`config.mk`:
```
export PLATFORM = sky130hd
export DESIGN_NAME = fifo_rd_ctrl
export DESIGN_NICKNAME = d
export VERILOG_FILES = /design/src/rtl/fifo_pkg.sv /design/src/rtl/fifo_sync2.sv /design/src/rtl/fifo_rd_ctrl.sv
export SDC_FILE = /design/constraint.sdc
export NUM_CORES = 1
export LEC_CHECK = 0
export ABC_AREA = 1
export CORE_UTILIZATION = 51
export DETAILED_ROUTE_END_ITERATION = 16
export PLACE_DENSITY = 0.79
export SETUP_SLACK_MARGIN = 0.4
export SLEW_MARGIN = 20
export SYNTH_ARGS = -nofsm -noshare
export SYNTH_HDL_FRONTEND = slang
export SYNTH_HIERARCHICAL = 1
export SYNTH_SLANG_ARGS = --single-unit
```
`constraint.sdc`:
```
create_clock -name rd_clk -period 4.5 [get_ports rd_clk]
set_clock_uncertainty 0.15 [all_clocks]
set_input_delay 0.675 -clock rd_clk [delete_from_list [all_inputs] [get_ports rd_clk]]
set_output_delay 0.675 -clock rd_clk [all_outputs]
set_load 0.02 [all_outputs]
```
`src/rtl/fifo_pkg.sv`:
```
// rtl/fifo_pkg.sv - shared async FIFO widths and Gray-code helpers
package fifo_pkg;

    localparam int ADDR_WIDTH = 4;
    localparam int DATA_WIDTH = 8;
    localparam int GRAY_MAX_W = 32;

    // Operands are zero-extended, so these serve any pointer width up to GRAY_MAX_W.
    function automatic logic [GRAY_MAX_W-1:0] bin2gray(input logic [GRAY_MAX_W-1:0] bin);
        return bin ^ (bin >> 1);
    endfunction

    function automatic logic [GRAY_MAX_W-1:0] gray2bin(input logic [GRAY_MAX_W-1:0] gray);
        logic [GRAY_MAX_W-1:0] bin;
        bin[GRAY_MAX_W-1] = gray[GRAY_MAX_W-1];
        for (int i = GRAY_MAX_W - 2; i >= 0; i--) begin
            bin[i] = bin[i+1] ^ gray[i];
        end
        return bin;
    endfunction

endpackage

```
`src/rtl/fifo_sync2.sv`:
```
// rtl/fifo_sync2.sv - two-flop synchronizer for Gray pointers crossing clock domains
module fifo_sync2 #(
    parameter int WIDTH = 5
) (
    input  logic             clk_i,
    input  logic             rst_i,
    input  logic [WIDTH-1:0] d_i,
    output logic [WIDTH-1:0] q_o
);

    logic [WIDTH-1:0] meta_q;
    logic [WIDTH-1:0] sync_q;

    always_ff @(posedge clk_i) begin
        if (rst_i) begin
            meta_q <= '0;
            sync_q <= '0;
        end else begin
            meta_q <= d_i;
            sync_q <= meta_q;
        end
    end

    assign q_o = sync_q;

endmodule

```
`src/rtl/fifo_rd_ctrl.sv`:
```
// rtl/fifo_rd_ctrl.sv - async FIFO read-side controller with 2-entry output buffer
module fifo_rd_ctrl #(
    parameter int ADDR_WIDTH = fifo_pkg::ADDR_WIDTH,
    parameter int DATA_WIDTH = fifo_pkg::DATA_WIDTH
) (
    input  logic                  rd_clk,
    input  logic                  rd_rst,
    input  logic [ADDR_WIDTH:0]   wr_ptr_gray,
    output logic [ADDR_WIDTH:0]   rd_ptr_gray,
    output logic [ADDR_WIDTH-1:0] rd_addr,
    input  logic [DATA_WIDTH-1:0] mem_rd_data,
    output logic                  rd_valid,
    input  logic                  rd_ready,
    output logic [DATA_WIDTH-1:0] rd_data,
    output logic                  rd_empty
);
    import fifo_pkg::*;

    localparam int PW = ADDR_WIDTH + 1;

    logic [PW-1:0]         wr_sync_gray;
    logic [PW-1:0]         rd_ptr_bin_q, rd_ptr_bin_d;
    logic [PW-1:0]         rd_ptr_gray_q, rd_ptr_gray_d;
    logic                  inflight_q, inflight_d;
    logic [DATA_WIDTH-1:0] obuf_q [2];
    logic                  head_q, head_d;
    logic [1:0]            buf_cnt_q, buf_cnt_d;
    logic                  rd_empty_q, rd_empty_d;
    logic                  mem_empty;
    logic                  pop;
    logic                  push;
    logic                  fetch;
    logic                  tail;
    logic [2:0]            occupancy;

    fifo_sync2 #(
        .WIDTH (PW)
    ) u_wr_sync (
        .clk_i (rd_clk),
        .rst_i (rd_rst),
        .d_i   (wr_ptr_gray),
        .q_o   (wr_sync_gray)
    );

    always_comb begin
        mem_empty = (rd_ptr_gray_q == wr_sync_gray);
        pop       = (buf_cnt_q != 2'd0) && rd_ready;
        push      = inflight_q;
        // Words already buffered or in flight, minus the one leaving this edge.
        occupancy = {1'b0, buf_cnt_q} + {2'b00, inflight_q} - {2'b00, pop};
        fetch     = !mem_empty && (occupancy < 3'd2);

        rd_ptr_bin_d  = rd_ptr_bin_q + PW'(fetch);
        rd_ptr_gray_d = PW'(bin2gray(GRAY_MAX_W'(rd_ptr_bin_d)));
        inflight_d    = fetch;
        head_d        = head_q ^ pop;
        buf_cnt_d     = buf_cnt_q + {1'b0, push} - {1'b0, pop};
        tail          = head_q ^ buf_cnt_q[0];
        rd_empty_d    = (rd_ptr_gray_d == wr_sync_gray) && !inflight_d && (buf_cnt_d == 2'd0);
    end

    always_ff @(posedge rd_clk) begin
        if (rd_rst) begin
            rd_ptr_bin_q  <= '0;
            rd_ptr_gray_q <= '0;
            inflight_q    <= 1'b0;
            head_q        <= 1'b0;
            buf_cnt_q     <= 2'd0;
            obuf_q[0]     <= '0;
            obuf_q[1]     <= '0;
            rd_empty_q    <= 1'b1;
        end else begin
            rd_ptr_bin_q  <= rd_ptr_bin_d;
            rd_ptr_gray_q <= rd_ptr_gray_d;
            inflight_q    <= inflight_d;
            head_q        <= head_d;
            buf_cnt_q     <= buf_cnt_d;
            rd_empty_q    <= rd_empty_d;
            if (push) begin
                obuf_q[tail] <= mem_rd_data;
            end
        end
    end

    assign rd_ptr_gray = rd_ptr_gray_q;
    assign rd_addr     = rd_ptr_bin_q[ADDR_WIDTH-1:0];
    assign rd_valid    = (buf_cnt_q != 2'd0);
    assign rd_data     = obuf_q[head_q];
    assign rd_empty    = rd_empty_q;

endmodule

```
==> flow_metrics.env, run 1 <==
export IMPL_vias_per_cell=4.57
export IMPL_cellLeakagePower_nw=1.07
export IMPL_comb_power_share_pct=45.0
export IMPL_ys_types=24
export IMPL_synth_top_cell_area_share_pct=26.1
export IMPL_wl_um=3170
export IMPL_synthesis_area_mm2=0.00184
export IMPL_multiInputGateArea_um2=693
export IMPL_crit_fanout=3
export IMPL_clock_latency_ns=0.35
export IMPL_grt_start_max_net_pins=24
export IMPL_dpl_hpwl_um=2320
export IMPL_clkPwrFrac_pct=14.9
export IMPL_drt_iter0_drc=69
export IMPL_antenna_found_initial=0
export IMPL_path_clk_slew_ns=0.12
export IMPL_rows=21
export IMPL_routabilityCongestion=0.810
export IMPL_crit_family="adder cells"
export IMPL_clock_sinks=40
export IMPL_ys_seq_area_share_pct=52.2
export IMPL_cp_start_kind="input pin"
export IMPL_start_util_pct=54.3
export IMPL_h_tree_depth=2
export IMPL_regArea_um2=961
export IMPL_power_density_mw_per_mm2=522
export IMPL_grt_pass1_vias=1205
export IMPL_grt_overflow=0
export IMPL_dp_slack_ns=0.541
export IMPL_power_switching_w=0.000459
export IMPL_clockBufferDepth=2
export IMPL_drive_gt1_share_pct=8.99
export IMPL_numCtsBuffers=5
export IMPL_postCtsHoldBufs=0
export IMPL_first_pass_iters=4
export IMPL_cp_common_cell="nand2_1"
export IMPL_ys_warn_count=6
export IMPL_min_path_type="register to register"
export IMPL_worstPathRequired_ns=4.65
export IMPL_slowest_delay_ns=0.45
export IMPL_finalSetupTns_ns=0
export IMPL_antenna_cells=0
export IMPL_setup_viol=0
export IMPL_grt_pass1_wl_um=5010
export IMPL_cp_num_buf_inv=6
export IMPL_period_minus_slack_ns=3.60
export IMPL_stdcell_area_mm2=0.00228
export IMPL_vias=1431
export IMPL_cp_slowest_cell="fa_1"
export IMPL_status="finished, final reports clean"
export IMPL_grtUsageTotal_pct=18.8
export IMPL_swShare_pct=38.5
export IMPL_synth_top_cell_by_area="dfxtp_1"
export IMPL_die_w_um=62.1
export IMPL_cts_tree="done"
export IMPL_final_nets=287
export IMPL_final_antenna_net_count=0
export IMPL_sequentialPowerShare_pct=40.0
export IMPL_period_share_pct=79.9
export IMPL_arrival_ns=3.75
export IMPL_placed_cells=305
export IMPL_hold_ws_ns=0.260
export IMPL_postSynthCellCount=227
export IMPL_worstSetupEndpointType="register"
export IMPL_drc_errors=0
export IMPL_cts_resized_gates=0
export IMPL_io_buffers=34
export IMPL_avgSynthCellArea_um2=8.11
export IMPL_setup_worst_path_class="input pin to register"
export IMPL_post_cts_setup_buffers=0
export IMPL_ys_seq_elements=40
export IMPL_die_area_mm2=0.00385
export IMPL_root_buffer="clkbuf_4"
export IMPL_worstMarginPinSlew_ns=0.384
export IMPL_syn2layout_area_growth_pct=24.0
export IMPL_dpl_cell_area_mm2=0.00223
export IMPL_routedWlPerCell_um=10.1
export IMPL_slew_headroom_pct=74.3
export IMPL_rsz0062_at_grt="no"
export IMPL_fillers=278
export IMPL_coreArea_mm2=0.00339
export IMPL_finalNonFillerCells=313
export IMPL_layout_setup_ws_ns=0.905
export IMPL_ios=35
export IMPL_slew_viol_final=0
export IMPL_maxCapViolations=0
export IMPL_ir_drop_mv=0.252
export IMPL_cp_cell_sequence="clkdlybuf4s50_1 -> nand2_1 -> inv_1 -> ha_1 -> inv_1 -> ha_1 -> inv_1 -> fa_1 -> nand3_1 -> o21bai_2 -> inv_1 -> ha_1 -> ha_1 -> inv_1 -> nand2_1 -> nand2_1 -> nand2_1 -> nand3_1 -> nor2_1 -> nand2_1 -> nor2_2 -> nand3_1 -> nand2_1"
export IMPL_synth_area_leaders="dfxtp_1 26%, edfxtp_1 26%, nand2_1 13%, inv_1 8.2%, nor2_1 7.3%"
export IMPL_fmax_mhz=278
export IMPL_die_y_um=62.1
export IMPL_power_internal_w=0.000733
export IMPL_hold_violations=0
export IMPL_syn_nets=248
## stage by stage
step                total power, W  util, %
global route               0.00130     67.3
floorplan                 0.000851        -
global placement           0.00101     65.7
detailed placement         0.00102     65.7
finish                     0.00119     67.3
CTS                        0.00120     67.3
## cell families (layout without fill, tap and decap cells)
| family | Yosys count | after routing | share of synthesized area [%] |
|---|---|---|---|
| and+or+nand+nor | 124 | 124 | 28.7 |
| buffers and inverters | 47 | 87 | 10.1 |
| DFF | 40 | 40 | 52.2 |
| AOI/OAI and AO/OA | 6 | 6 | 1.97 |
| adders and majority gates | 5 | 5 | 3.81 |
| xor gates and xnor gates | 5 | 5 | 3.20 |
## final cells by class
type	count	area share, %
Sequential cell	40	42.1
Clock buffer	5	1.64
Multi-Input combinational cell	140	30.4
Clock inverter	3	0.822
Inverter	44	7.29
Timing Repair Buffer	35	15.2
Tap cell	46	2.52
## per-layer routing
layer / vias to the layer above / GRT usage, % / wire, um
met4: 0 / 10.5 / 65
met5: - / 0 / 0
met2: 27 / 27.2 / 1410
met1: 634 / 23.7 / 1570
li1: 762 / - / -
met3: 8 / 7.87 / 130
## Yosys cell counts
| cell | instances |
|---|---|
| nand2_1 | 65 |
| inv_1 | 40 |
| nor2_1 | 36 |
| dfxtp_1 | 24 |
| edfxtp_1 | 16 |
| nand3_1 | 13 |
| nand2_2 | 6 |
| a21oi_1 | 4 |
| ha_1 | 4 |
| inv_2 | 2 |
| nand3_2 | 2 |
| xnor2_1 | 2 |
| xor2_2 | 2 |
| buf_2 | 1 |
| buf_6 | 1 |
| clkbuf_1 | 1 |
| clkinv_1 | 1 |
| clkinv_2 | 1 |
| fa_1 | 1 |
| nand3b_4 | 1 |
| nor2_2 | 1 |
| o21ai_0 | 1 |
| o21bai_2 | 1 |
| xor2_1 | 1 |
## placed cells by master (no fill, tap or decap), drive strengths merged, types with 2 or more instances in the layout
cell,synthesis,final
nand2,71,71
inv,42,42
nor2,37,37
clkdlybuf4s50,0,34
dfxtp,24,24
edfxtp,16,16
nand3,15,15
clkbuf,1,5
a21oi,4,4
ha,4,4
clkinv,2,3
xor2,3,3
xnor2,2,2
clkinvlp,0,2
## worst register-to-register path, stage by stage, from the launching register on
cell and delay, ns:
dfxtp_1 0.36, inv_1 0.09, nand2_1 0.07, nand2_1 0.09
inv_1 0.05, ha_1 0.26, inv_1 0.04, ha_1 0.16
inv_1 0.06, fa_1 0.45, nand3_1 0.10, o21bai_2 0.13
inv_1 0.07, ha_1 0.20, ha_1 0.34, inv_1 0.09
nand2_1 0.09, nand2_1 0.06, nand2_1 0.05, nand3_1 0.06
nor2_1 0.10, nand2_1 0.07, nor2_2 0.08, nand3_1 0.06
nand2_1 0.05
## sequential cells by signal, summed over array words and instances, names as in the netlist
signal and flops:
rd_empty 1, buf_cnt_q 2, obuf_q 16, inflight_q 1, u_wr_sync/q_o 5, rd_ptr_gray 4, rd_ptr_bin_q 5, u_wr_sync/meta_q 5
head_q 1
## power groups by stage
stage	logic (W)	clock network, W	registers [W]
after floorplan	0.000355	0	0.000496
after global placement	0.000528	0	0.000486
after detailed placement	0.000537	0	0.000486
after CTS	0.000540	0.000183	0.000478
after global routing	0.000609	0.000201	0.000485
final	0.000536	0.000178	0.000477
## path summary, 6_finish.rpt
path                            start          endpoint  slack [ns]  cells past startpoint
hold reg to reg   u_wr_sync/meta_q[4]  u_wr_sync/q_o[4]        0.26                      2
hold / removal    u_wr_sync/meta_q[4]  u_wr_sync/q_o[4]        0.26                      2
setup / recovery             rd_ready          rd_empty        0.90                     23
setup reg to reg         buf_cnt_q[1]          rd_empty        1.12                     24
No activity file was read; power rests on OpenSTA's default activity.
==> run 2, diff against run 1 <==
==> constraint.sdc (replaced) <==
create_clock -name rd_clk -period 3.7 [get_ports rd_clk]
set_clock_uncertainty 0.15 [all_clocks]
set_input_delay 0.555 -clock rd_clk [delete_from_list [all_inputs] [get_ports rd_clk]]
set_output_delay 0.555 -clock rd_clk [all_outputs]
set_load 0.02 [all_outputs]
==> run 2 against run 1 <==
Against the previous run:
- die area unchanged
- sequential share of layout area is 3.7 points lower
- via count increased by 4.9%
- routed wire length grew 16%
- count of clock-buffer cells in the layout is the same
- global-route usage increased by 1.3 points
- critical endpoint unchanged
- first-iteration DRC count shrank 28%
- combinational power rose by 85%
- critical path depth increased by 1
- largest cell class unchanged
==> flow_metrics.env, run 2 (synthesis results as in run 1) <==
export IMPL_status="finished, final reports clean"
export IMPL_top_usage_layer="met2"
export IMPL_layout_common_cells="59 x nand2_1, 36 x nor2_1, 33 x inv_1, 33 x clkdlybuf4s50_1, 22 x dfxtp_1"
export IMPL_postCtsHoldBufs=0
export IMPL_met2_usage_pct=31.9
export IMPL_dpl_hpwl_um=2380
export IMPL_power_density_mw_per_mm2=749
export IMPL_die_y_um=62.1
export IMPL_finalSetupTns_ns=0
export IMPL_wl_um=3670
export IMPL_slew_viol_final=0
export IMPL_die_area_mm2=0.00385
export IMPL_antenna_cells=0
export IMPL_drc_errors=0
export IMPL_slew_headroom_pct=73.3
export IMPL_start_util_pct=54.3
export IMPL_routedWlPerCell_um=11.4
export IMPL_min_path_type="register to register"
export IMPL_grt_pass1_wl_um=5440
export IMPL_setup_worst_path_class="register to register"
export IMPL_clock_sinks=40
export IMPL_fmax_mhz=313
export IMPL_crit_fanout=3
export IMPL_ios=35
export IMPL_drive_gt1_share_pct=20.6
export IMPL_met1_usage_pct=25.3
export IMPL_syn2layout_area_growth_pct=36.4
export IMPL_cellLeakagePower_nw=1.16
export IMPL_final_antenna_net_count=0
export IMPL_cts_tree="done"
export IMPL_period_share_pct=86.2
export IMPL_clockBufferDepth=2
export IMPL_maxCapViolations=0
export IMPL_first_pass_iters=4
export IMPL_grt_pass1_vias=1312
export IMPL_hold_violations=0
export IMPL_vias=1501
export IMPL_rsz0062_at_grt="no"
export IMPL_grt_start_max_net_pins=24
export IMPL_io_buffers=34
export IMPL_arrival_ns=3.34
export IMPL_vias_per_cell=4.65
export IMPL_h_tree_depth=2
export IMPL_fin_util_pct=74.1
export IMPL_largest_reg_flops=16
export IMPL_routabilityCongestion=0.819
export IMPL_path_clk_slew_ns=0.13
export IMPL_worstPathRequired_ns=3.85
export IMPL_worstMarginPinSlew_ns=0.399
export IMPL_period_minus_slack_ns=3.19
export IMPL_root_buffer="clkbuf_4"
export IMPL_grt_overflow=0
export IMPL_drt_iter0_drc=50
export IMPL_final_nets=297
export IMPL_numCtsBuffers=5
export IMPL_ir_drop_mv=0.385
export IMPL_worstSetupEndpointType="register"
export IMPL_setup_viol=0
export IMPL_rows=21
export IMPL_clock_latency_ns=0.35
export IMPL_grt_use_met3_pct=4.55
export IMPL_grtUsageTotal_pct=20.1
export IMPL_cp_start_kind="register"
export IMPL_largest_register="obuf_q"
export IMPL_die_w_um=62.1
export IMPL_coreArea_mm2=0.00339
export IMPL_antenna_found_initial=0
export IMPL_final_common_cell="nand2_1"
[run 2: routing by layer]
metal  vias to the layer above  wire, um
li1                        786         -
met1                       665      1620
met2                        42      1870
met3                         8       134
met4                         0        42
met5                         -         0
[run 2: critical path, cell delays in order (launching register included)]
cell and delay [ns]:
dfxtp_2 0.36, inv_2 0.06, nand2_2 0.05, nand2_2 0.06, inv_2 0.04, ha_4 0.25, inv_1 0.03, ha_2 0.16
inv_2 0.06, fa_2 0.46, nand3_2 0.09, o21bai_4 0.12, inv_2 0.06, ha_4 0.17, ha_4 0.31, inv_4 0.05
nand2_4 0.07, nand2_2 0.05, nand2_1 0.05, nand3_1 0.06, nor2_1 0.13, nand2_1 0.10, nor2_2 0.10, nand3_1 0.07
nand2_1 0.06
[run 2: cell type report]
type	count	area, um^2
Timing Repair Buffer	45	429
Sequential cell	40	963
Clock inverter	3	46.3
Fill cell	242	878
Tap cell	46	57.6
Inverter	44	169
Clock buffer	5	37.5
Multi-Input combinational cell	140	808
[run 2: path summary, 6_finish.rpt]
check,start,to,slack (ns),cells after the start
max,buf_cnt_q[1],rd_empty,0.51,24
min,u_wr_sync/meta_q[1],u_wr_sync/q_o[1],0.24,2
max reg2reg,buf_cnt_q[1],rd_empty,0.51,24
min reg2reg,u_wr_sync/meta_q[1],u_wr_sync/q_o[1],0.24,2
[run 2: what timing repair did]
| item | 4_1_cts | 5_1_grt |
|---|---|---|
| pin swaps | 6 | 8 |
| endpoints found under the setup margin | 1 | 2 |
| resized for setup | 13 | 19 |
| setup buffers | 2 | 4 |
[run 2: power breakdown]
part	total [W]	internal, W	switching (W)
sequential	0.000590	0.000536	0.0000542
combinational	0.000992	0.000486	0.000506
clock	0.000300	0.000144	0.000156
total	0.00188	0.00117	0.000716
[run 2: metrics by stage]
stage                     setup WS, ns  area (um^2)  hold slack [ns]  instances  total power (W)
after floorplan                  0.452         1840            0.238        227          0.00103
after global placement         -0.0668         2260            0.240        309          0.00129
after detailed placement        -0.102         2260            0.244        309          0.00130
after CTS                        0.401         2430            0.250        319          0.00170
after global routing             0.362         2510            0.281        323          0.00199
final                            0.510         2510            0.242        323          0.00188
==> run 3, diff against run 2 <==
--- a/config.mk
+++ b/config.mk
@@ -6,9 +6,10 @@
 export NUM_CORES = 1
 export LEC_CHECK = 0
 export ABC_AREA = 1
-export CORE_UTILIZATION = 51
+export CORE_UTILIZATION = 53
+export CTS_BUF_LIST = sky130_fd_sc_hd__clkbuf_4
 export DETAILED_ROUTE_END_ITERATION = 16
-export PLACE_DENSITY = 0.79
+export PLACE_DENSITY = 0.81
 export SETUP_SLACK_MARGIN = 0.4
 export SLEW_MARGIN = 20
 export SYNTH_ARGS = -nofsm -noshare
==> constraint.sdc (replaced) <==
create_clock -name rd_clk -period 3.3 [get_ports rd_clk]
set_clock_uncertainty 0.15 [all_clocks]
set_input_delay 0.495 -clock rd_clk [delete_from_list [all_inputs] [get_ports rd_clk]]
set_output_delay 0.495 -clock rd_clk [all_outputs]
set_load 0.02 [all_outputs]
==> run 3 against run 2 <==
Against the previous run:
- sequential share of layout area shrank 3.1 points
- maximum frequency shrank 0.59%
- final area grew 8.9%
- first-iteration DRC count grew 46%
- non-clock buffer count grew 24
- hold slack gained 0.015 ns
- via count grew 8.2%
- global-route usage grew 3.4 points
- worst setup slack lost 0.42 ns
- flip-flop and latch count is the same
- total power grew 22%
- critical path depth grew 1
==> flow_metrics.env, run 3 (synthesis results as in run 1) <==
export IMPL_status="finished, final reports clean"
export IMPL_cp_slowest_cell="dfxtp_2"
export IMPL_die_area_mm2=0.00371
export IMPL_routedWlPerCell_um=12.1
export IMPL_hold_start="u_wr_sync/meta_q[3]"
export IMPL_period_minus_slack_ns=3.21
export IMPL_finalNonFillerCells=347
export IMPL_layout_setup_ws_ns=0.0910
export IMPL_dp_slack_ns=-0.400
export IMPL_top_usage_layer="met2"
export IMPL_grtUsageTotal_pct=23.6
export IMPL_postCtsHoldBufs=0
export IMPL_vias=1624
export IMPL_drc_errors=0
export IMPL_worstSetupEndpointType="register"
export IMPL_root_buffer="clkbuf_4"
export IMPL_hold_violations=0
export IMPL_drive_gt1_share_pct=28.6
export IMPL_fmax_mhz=312
export IMPL_grt_pass1_vias=1504
export IMPL_layout_common_cells="59 x nand2_1, 35 x nor2_1, 33 x clkdlybuf4s50_1"
export IMPL_slew_viol_final=0
export IMPL_worstPathRequired_ns=3.37
export IMPL_worstMarginPinSlew_ns=0.401
export IMPL_drt_iter0_drc=73
export IMPL_met2_usage_pct=40.7
export IMPL_rsz0062_at_grt="yes"
export IMPL_r2r_start="buf_cnt_q[1]"
export IMPL_setup_viol=0
export IMPL_antenna_cells=0
export IMPL_cellLeakagePower_nw=1.27
export IMPL_slowest_delay_ns=0.35
export IMPL_routabilityCongestion=0.839
export IMPL_fin_util_pct=81.9
export IMPL_largest_register="obuf_q"
export IMPL_arrival_ns=3.28
export IMPL_wl_um=4200
export IMPL_grt_pass1_wl_um=6130
export IMPL_die_y_um=60.9
export IMPL_start_util_pct=55.2
export IMPL_cts_tree="done"
export IMPL_clock_latency_ns=0.33
export IMPL_coreArea_mm2=0.00334
export IMPL_path_clk_slew_ns=0.11
export IMPL_grt_overflow=0
export IMPL_min_path_type="register to register"
export IMPL_comb_power_share_pct=60.7
export IMPL_met1_usage_pct=27.1
export IMPL_clock_sinks=40
export IMPL_h_tree_depth=2
export IMPL_power_w=0.00230
export IMPL_power_internal_w=0.00145
export IMPL_swShare_pct=37.1
export IMPL_final_antenna_net_count=0
export IMPL_sequentialPowerShare_pct=28.8
export IMPL_ir_drop_mv=0.409
export IMPL_clockBufferDepth=2
export IMPL_setup_worst_path_class="register to register"
export IMPL_setup_worst_path_start="buf_cnt_q[1]"
export IMPL_grt_use_met3_pct=5.76
export IMPL_largest_reg_flops=16
export IMPL_syn2layout_area_growth_pct=48.5
export IMPL_power_density_mw_per_mm2=841
export IMPL_power_switching_w=0.000851
export IMPL_cp_start_kind="register"
export IMPL_crit_fanout=2
export IMPL_final_nets=321
export IMPL_final_common_cell="nand2_1"
export IMPL_vias_per_cell=4.68
export IMPL_period_share_pct=97.2
export IMPL_dpl_hpwl_um=2670
export IMPL_rows=21
export IMPL_first_pass_iters=4
export IMPL_ios=35
export IMPL_grt_start_max_net_pins=23
export IMPL_antenna_found_initial=0
export IMPL_io_buffers=34
export IMPL_maxCapViolations=0
export IMPL_placed_cells=314
export IMPL_numCtsBuffers=5
export IMPL_clkPwrFrac_pct=10.5
export IMPL_die_w_um=60.9
export IMPL_slew_headroom_pct=73.2
run 3: changes by cell type in the layout (fill, tap and decap cells not counted), moves of 2 or more:
cell and change:
nand2_2 -2, nand2_4 +2, xor2_2 +2, buf_4 +15, buf_6 +9, inv_4 +2
run 3: area by class of cell:
cell class              instances  area (um^2)
fillers                       198          603
repair buffers                 69          639
well taps                      46         57.6
clock buffers                   6         45.0
multi-input cells             140          840
flip-flops and latches         40          963
inverters                      44          178
clock inverters                 2         11.3
run 3: final timing paths:
| kind | to | slack (ns) | cells after the start |
|---|---|---|---|
| setup / recovery | head_q | 0.09 | 25 |
| setup reg to reg | head_q | 0.09 | 25 |
| hold reg to reg | u_wr_sync/q_o[3] | 0.26 | 2 |
| hold / removal | u_wr_sync/q_o[3] | 0.26 | 2 |
run 3: worst max-delay path: cells and delay by family, from the launching register on:
family                 cells  cell delay, ns
AO/OA/AOI/OAI              2            0.17
buffers and inverters     21            2.29
flip-flops                 1            0.35
AND/OR/NAND/NOR            2            0.12
run 3: layer usage:
metal  wire, um  up-vias
li1           -      822
met1       1740      747
met2       2210       47
met3        180        8
met4         72        0
met5          0        -
run 3: metrics by stage:
stage               hold slack [ns]  setup TNS [ns]  instance area [um^2]
floorplan                     0.238               0                  1900
global placement              0.240          -0.535                  2350
detailed placement            0.243           -1.32                  2350
CTS                           0.259               0                  2640
global route                  0.285         -0.0938                  2730
finish                        0.257               0                  2730
run 3: power by group through the flow:
stage | registers (W) | logic (W) | clock network [W]
4_1_cts | 0.000662 | 0.00122 | 0.000245
2_1_floorplan | 0.000685 | 0.000571 | 0
6_report | 0.000662 | 0.00139 | 0.000242
5_1_grt | 0.000672 | 0.00151 | 0.000275
3_3_place_gp | 0.000672 | 0.000931 | 0
3_5_place_dp | 0.000677 | 0.000962 | 0
run 3: repair_timing:
item | CTS | global route
endpoints found under the setup margin | 7 | 7
gates cloned | 0 | 0
setup buffers | 21 | 4
pin swaps | 9 | 11
gates resized for setup | 22 | 16
